--- config.mk ---
export PLATFORM = sky130hd
export DESIGN_NAME = sbox_issue_sched
export DESIGN_NICKNAME = d
export VERILOG_FILES = /design/src/rtl/sbox_issue_sched.sv
export SDC_FILE = /design/constraint.sdc
export NUM_CORES = 1
export LEC_CHECK = 0
export CORE_MARGIN = 5
export CORE_UTILIZATION = 36
export DETAILED_ROUTE_END_ITERATION = 10
export HOLD_SLACK_MARGIN = 0.03
export PLACE_DENSITY_LB_ADDON = 0.1
export REMOVE_ABC_BUFFERS = 1
export SLEW_MARGIN = 25
export SYNTH_ARGS = -nofsm -noshare
export SYNTH_HDL_FRONTEND = slang
export SYNTH_SLANG_ARGS = --single-unit
--- constraint.sdc ---
create_clock -name ClkxCI -period 1.5 [get_ports ClkxCI]
set_clock_uncertainty 0.15 [all_clocks]
set_input_delay 0.225 -clock ClkxCI [delete_from_list [all_inputs] [get_ports ClkxCI]]
set_output_delay 0.225 -clock ClkxCI [all_outputs]
set_load 0.01 [all_outputs]
--- src/rtl/sbox_issue_sched.sv ---
// Issue scheduler for the shared masked, pipelined AES S-box: arbitrates two requesters,
// feeds fresh randomness and routes tagged results back. Option: SBOX_SCHED_FIXED_PRIO_EN.
module sbox_issue_sched #(
    parameter int SHARES  = 2,
    parameter int LATENCY = 5,
    parameter int TAGW    = 4,
    parameter int RNDW    = 9*SHARES*(SHARES-1) + 10*SHARES
) (
    input  logic                  ClkxCI,
    input  logic                  RstxRI,
    input  logic                  Req0ValidxSI,
    output logic                  Req0ReadyxSO,
    input  logic [8*SHARES-1:0]   Req0DataxDI,
    input  logic [TAGW-1:0]       Req0TagxDI,
    input  logic                  Req1ValidxSI,
    output logic                  Req1ReadyxSO,
    input  logic [8*SHARES-1:0]   Req1DataxDI,
    input  logic [TAGW-1:0]       Req1TagxDI,
    output logic                  Rsp0ValidxSO,
    output logic [8*SHARES-1:0]   Rsp0DataxDO,
    output logic [TAGW-1:0]       Rsp0TagxDO,
    output logic                  Rsp1ValidxSO,
    output logic [8*SHARES-1:0]   Rsp1DataxDO,
    output logic [TAGW-1:0]       Rsp1TagxDO,
    input  logic [RNDW-1:0]       RndxDI,
    input  logic                  RndValidxSI,
    output logic                  RndReadyxSO,
    output logic [8*SHARES-1:0]   SboxXxDO,
    output logic [RNDW-1:0]       SboxRndxDO,
    input  logic [8*SHARES-1:0]   SboxQxDI,
    input  logic                  FlushxSI,
    output logic                  BusyxSO,
    output logic                  RndErrxSO
);

    logic [LATENCY:0] LineValidxDP;
    logic [LATENCY:0] LineIdxDP;
    logic [TAGW-1:0]  LineTagxDP [LATENCY+1];
    logic [LATENCY:0] LineValidNxtxS;

    logic AnyValidxS;
    logic IssuexS;
    logic GntIdxS;
    logic StarvexS;
    logic KillxS;

    assign AnyValidxS = |LineValidxDP;
    assign IssuexS    = (Req0ValidxSI | Req1ValidxSI) & RndValidxSI & ~FlushxSI
                        & ~RndErrxSO & ~RstxRI;

`ifdef SBOX_SCHED_FIXED_PRIO_EN
    assign GntIdxS = Req1ValidxSI;
`else
    logic LastGntxDP;
    assign GntIdxS = (Req0ValidxSI & Req1ValidxSI) ? ~LastGntxDP : Req1ValidxSI;
`endif

    assign Req0ReadyxSO = IssuexS & ~GntIdxS;
    assign Req1ReadyxSO = IssuexS &  GntIdxS;

    // Every occupied S-box stage needs fresh masks, so a missing word with ops in flight
    // leaves them without valid randomness and they must be discarded.
    assign RndReadyxSO = IssuexS | AnyValidxS;
    assign StarvexS    = AnyValidxS & ~RndValidxSI;
    assign KillxS      = FlushxSI | StarvexS;

    assign LineValidNxtxS = {LineValidxDP[LATENCY-1:0], IssuexS} & {(LATENCY+1){~KillxS}};

    always_ff @(posedge ClkxCI) begin
        if (RstxRI) begin
            LineValidxDP <= '0;
            LineIdxDP    <= '0;
            for (int k = 0; k <= LATENCY; k++) LineTagxDP[k] <= '0;
            SboxXxDO     <= '0;
            SboxRndxDO   <= '0;
            Rsp0ValidxSO <= 1'b0;
            Rsp0DataxDO  <= '0;
            Rsp0TagxDO   <= '0;
            Rsp1ValidxSO <= 1'b0;
            Rsp1DataxDO  <= '0;
            Rsp1TagxDO   <= '0;
            BusyxSO      <= 1'b0;
            RndErrxSO    <= 1'b0;
`ifndef SBOX_SCHED_FIXED_PRIO_EN
            LastGntxDP   <= 1'b1;
`endif
        end else begin
            SboxXxDO   <= IssuexS ? (GntIdxS ? Req1DataxDI : Req0DataxDI) : '0;
            SboxRndxDO <= (RndValidxSI & RndReadyxSO) ? RndxDI : '0;

            LineValidxDP  <= LineValidNxtxS;
            LineIdxDP     <= {LineIdxDP[LATENCY-1:0], GntIdxS};
            LineTagxDP[0] <= GntIdxS ? Req1TagxDI : Req0TagxDI;
            for (int k = 1; k <= LATENCY; k++) LineTagxDP[k] <= LineTagxDP[k-1];
            BusyxSO       <= |LineValidNxtxS;

            // Last stage lines up with SboxQxDI; a killed op never responds.
            Rsp0ValidxSO <= 1'b0;
            Rsp0DataxDO  <= '0;
            Rsp0TagxDO   <= '0;
            Rsp1ValidxSO <= 1'b0;
            Rsp1DataxDO  <= '0;
            Rsp1TagxDO   <= '0;
            if (LineValidxDP[LATENCY] & ~KillxS) begin
                if (LineIdxDP[LATENCY]) begin
                    Rsp1ValidxSO <= 1'b1;
                    Rsp1DataxDO  <= SboxQxDI;
                    Rsp1TagxDO   <= LineTagxDP[LATENCY];
                end else begin
                    Rsp0ValidxSO <= 1'b1;
                    Rsp0DataxDO  <= SboxQxDI;
                    Rsp0TagxDO   <= LineTagxDP[LATENCY];
                end
            end

            if (FlushxSI)      RndErrxSO <= 1'b0;
            else if (StarvexS) RndErrxSO <= 1'b1;

`ifndef SBOX_SCHED_FIXED_PRIO_EN
            if (IssuexS) LastGntxDP <= GntIdxS;
`endif
        end
    end

endmodule

==> out/metrics.csv <==
metric;value;unit
worst-setup-path-type;reg2out;
drc;0;
tns;-13.02;ns
num_vias;3339;
seq_area_frac_synth;67.0;%
slew_viol_final;0;
hpwlAfterDp;7450;um
initial_utilization;36.9;%
setup_slack;-0.493;ns
numClockSinks;135;
final_core_util;65.8;%
cp.required;1.12;ns
areaGrowthSynthToFinish;78.3;%
final_common_cell;dfxtp_1;
grt_util_all_layers;16.3;%
layout_common_cells;dfxtp_1 (133), dlygate4sd2_1 (100), clkdlybuf4s50_1 (97);
ant_nets;0;
first_iter_violations;158;
clk_latency;0.40;ns
netlist_instances;356;
die_width;116;um
drt_wl_total;11500;um
row_count;38;
ys_warn_count;0;
crit_path_cell_trace;or4_4 > nor3_4 > nand2_1 > buf_6;
fp.dieH;116;um
cts_buffer_depth;2;
slowest_stage;or4_4;
worst_ep_arrival_time;1.62;ns
grt_pass1_wl;16900;um
synth_cell_types;29;
fmax;502;MHz
status;finished with violations;
globalRouteOverflowTotal;0;
cp_top_family;simple AND/OR/NAND/NOR gates;
fin_crit_sh;133;%
p_per_area;1210;mW/mm^2
drive_above_1_share;18.5;%
rsz0062_at_grt;yes;
boundaryPins;201;
port_buffers;200;
cts_tree;yes;
path_max_fanout;2;
worst_ir_drop_vdd;0.707;mV
wire_per_inst;15.5;um
period_needed;1.99;ns
antenna_cells;0;
root_buffer;clkbuf_16;
hold_slack;0.197;ns
clk_pin_slew_worst_paths;0.06;ns
first_pass_iters;4;
critical_path.max_stage_delay;0.55;ns
gp_congestion;0.769;
maxCapViolations;0;
cp-start-kind;flop;
violations;setup timing;
setup_viol;43;
synth-seq-cells;135;
tightest_slew;0.415;ns
via_per_inst;4.52;
grt_antenna_before_repair;0;
htreeDepth;4;
cts_buffers;17;
end_kind;output port;
grt_max_degree;40;
dieArea;0.0134;sq mm
hold_path_class;in2reg;
nets;686;
hold_viol;0;
syn_area;0.00404;sq mm
core-area;0.0109;sq mm
p_leak;3.30;nW
syn_avg_cell_area;11.3;sq um
slew_headroom;72.4;%
grt_pass1_vias;3407;
worst-path-buf-inv;1;
## registers in the layout, summed over array words and instances (netlist names), 4 cells and up
register / cells
SboxXxDO: 16
SboxRndxDO: 38
Rsp0TagxDO: 4
Rsp1DataxDO: 16
LineIdxDP: 6
Rsp0DataxDO: 16
LineValidxDP: 6
Rsp1TagxDO: 4
LineTagxDP: 24
## layer usage
layer / vias to the layer above / global-route usage (%) / share of wire [%] / routed length (um)
met5: - / 0 / 0 / 0
met2: 149 / 27.0 / 48 / 5560
met1: 1520 / 18.6 / 40 / 4600
li1: 1650 / - / - / -
met4: 0 / 6.65 / 1.8 / 206
met3: 20 / 6.74 / 9.6 / 1110
## worst paths after layout
check	start	to	slack [ns]	cells after the start
worst min-delay path	RndxDI[36]	SboxRndxDO[36]	0.20	3
worst max-delay path	LineValidxDP[2]	RndReadyxSO	-0.49	4
worst max register to register	LineValidxDP[2]	RndErrxSO	-0.36	7
worst min register to register	LineIdxDP[0]	LineIdxDP[1]	0.28	1
## worst reg2reg max path, delay by kind of cell (launching register included)
family / cells / cell delay (ns)
AO/OA/AOI/OAI: 1 / 0.06
buffers and inverters: 4 / 0.53
flip-flops: 1 / 0.32
AND/OR/NAND/NOR: 2 / 0.68
## through the flow
| stage | instance area, sq um | std cells | total power, mW | setup slack (ns) |
|---|---|---|---|---|
| floorplan | 3880 | 331 | 3.87 | -0.921 |
| global placement | 6240 | 690 | 4.29 | -0.732 |
| detailed placement | 6240 | 690 | 4.29 | -0.757 |
| CTS | 7100 | 734 | 8.83 | -0.516 |
| global route | 7190 | 739 | 9.06 | -0.564 |
| finish | 7190 | 739 | 8.74 | -0.493 |
## kinds of logic (layout without fill, tap and decap cells)
group / Yosys count / after routing / share of synthesized area [%]
AO/OA/AOI/OAI: 65 / 65 / 11.2
buffers and inverters: 27 / 268 / 4.03
flip-flops: 135 / 135 / 67.0
AND/OR/NAND/NOR: 129 / 131 / 17.8
## cell usage after synthesis
| library cell | number | area (sq um) |
|---|---|---|
| and2_1 | 41 | 257 |
| or4_4 | 1 | 11.3 |
| nor4b_4 | 1 | 23.8 |
| a311o_1 | 1 | 10.0 |
| and3_2 | 1 | 7.51 |
| and3_1 | 4 | 25.0 |
| a21boi_1 | 1 | 7.51 |
| and4_1 | 1 | 8.76 |
| a21oi_1 | 37 | 185 |
| clkbuf_1 | 10 | 37.5 |
| buf_2 | 5 | 25.0 |
| buf_4 | 2 | 15.0 |
| nand2_1 | 49 | 184 |
| inv_1 | 1 | 3.75 |
| dfxtp_1 | 135 | 2700 |
| a32o_1 | 16 | 160 |
| nor2_1 | 3 | 11.3 |
| buf_1 | 1 | 3.75 |
| clkinv_2 | 1 | 5.00 |
| nor3_4 | 1 | 16.3 |
| buf_6 | 6 | 67.6 |
| a21oi_2 | 6 | 52.6 |
| o211ai_1 | 1 | 7.51 |
| clkbuf_2 | 1 | 5.00 |
| nor2b_1 | 26 | 163 |
| and4bb_2 | 1 | 12.5 |
| o21ai_2 | 1 | 8.76 |
| a21bo_2 | 1 | 10.0 |
| o41ai_1 | 1 | 8.76 |
## final cells by class
class                   instances  area, sq um
fillers                       855         3740
flip-flops and latches        135         2710
repair buffers                233         2310
multi-input cells             196         1320
clock buffers                  22          484
well taps                     140          175
clock inverters                10          166
inverters                       2         20.0
repair inverters                1         8.76
## report_power, final
| group | internal, mW | switching (mW) | leakage [nW] | total (mW) |
|---|---|---|---|---|
| Clock | 2.97 | 1.47 | 0.313 | 4.44 |
| Combinational | 0.400 | 0.242 | 1.90 | 0.642 |
| Sequential | 3.64 | 0.0130 | 1.09 | 3.65 |
## what timing repair did
item,CTS,global route
gates cloned,6,4
resized for setup,155,19
hold buffers,0,0
pin swaps,22,10
endpoints found under the setup margin,199,80
buffers inserted,13,4
(Power assumes the default switching activity.)
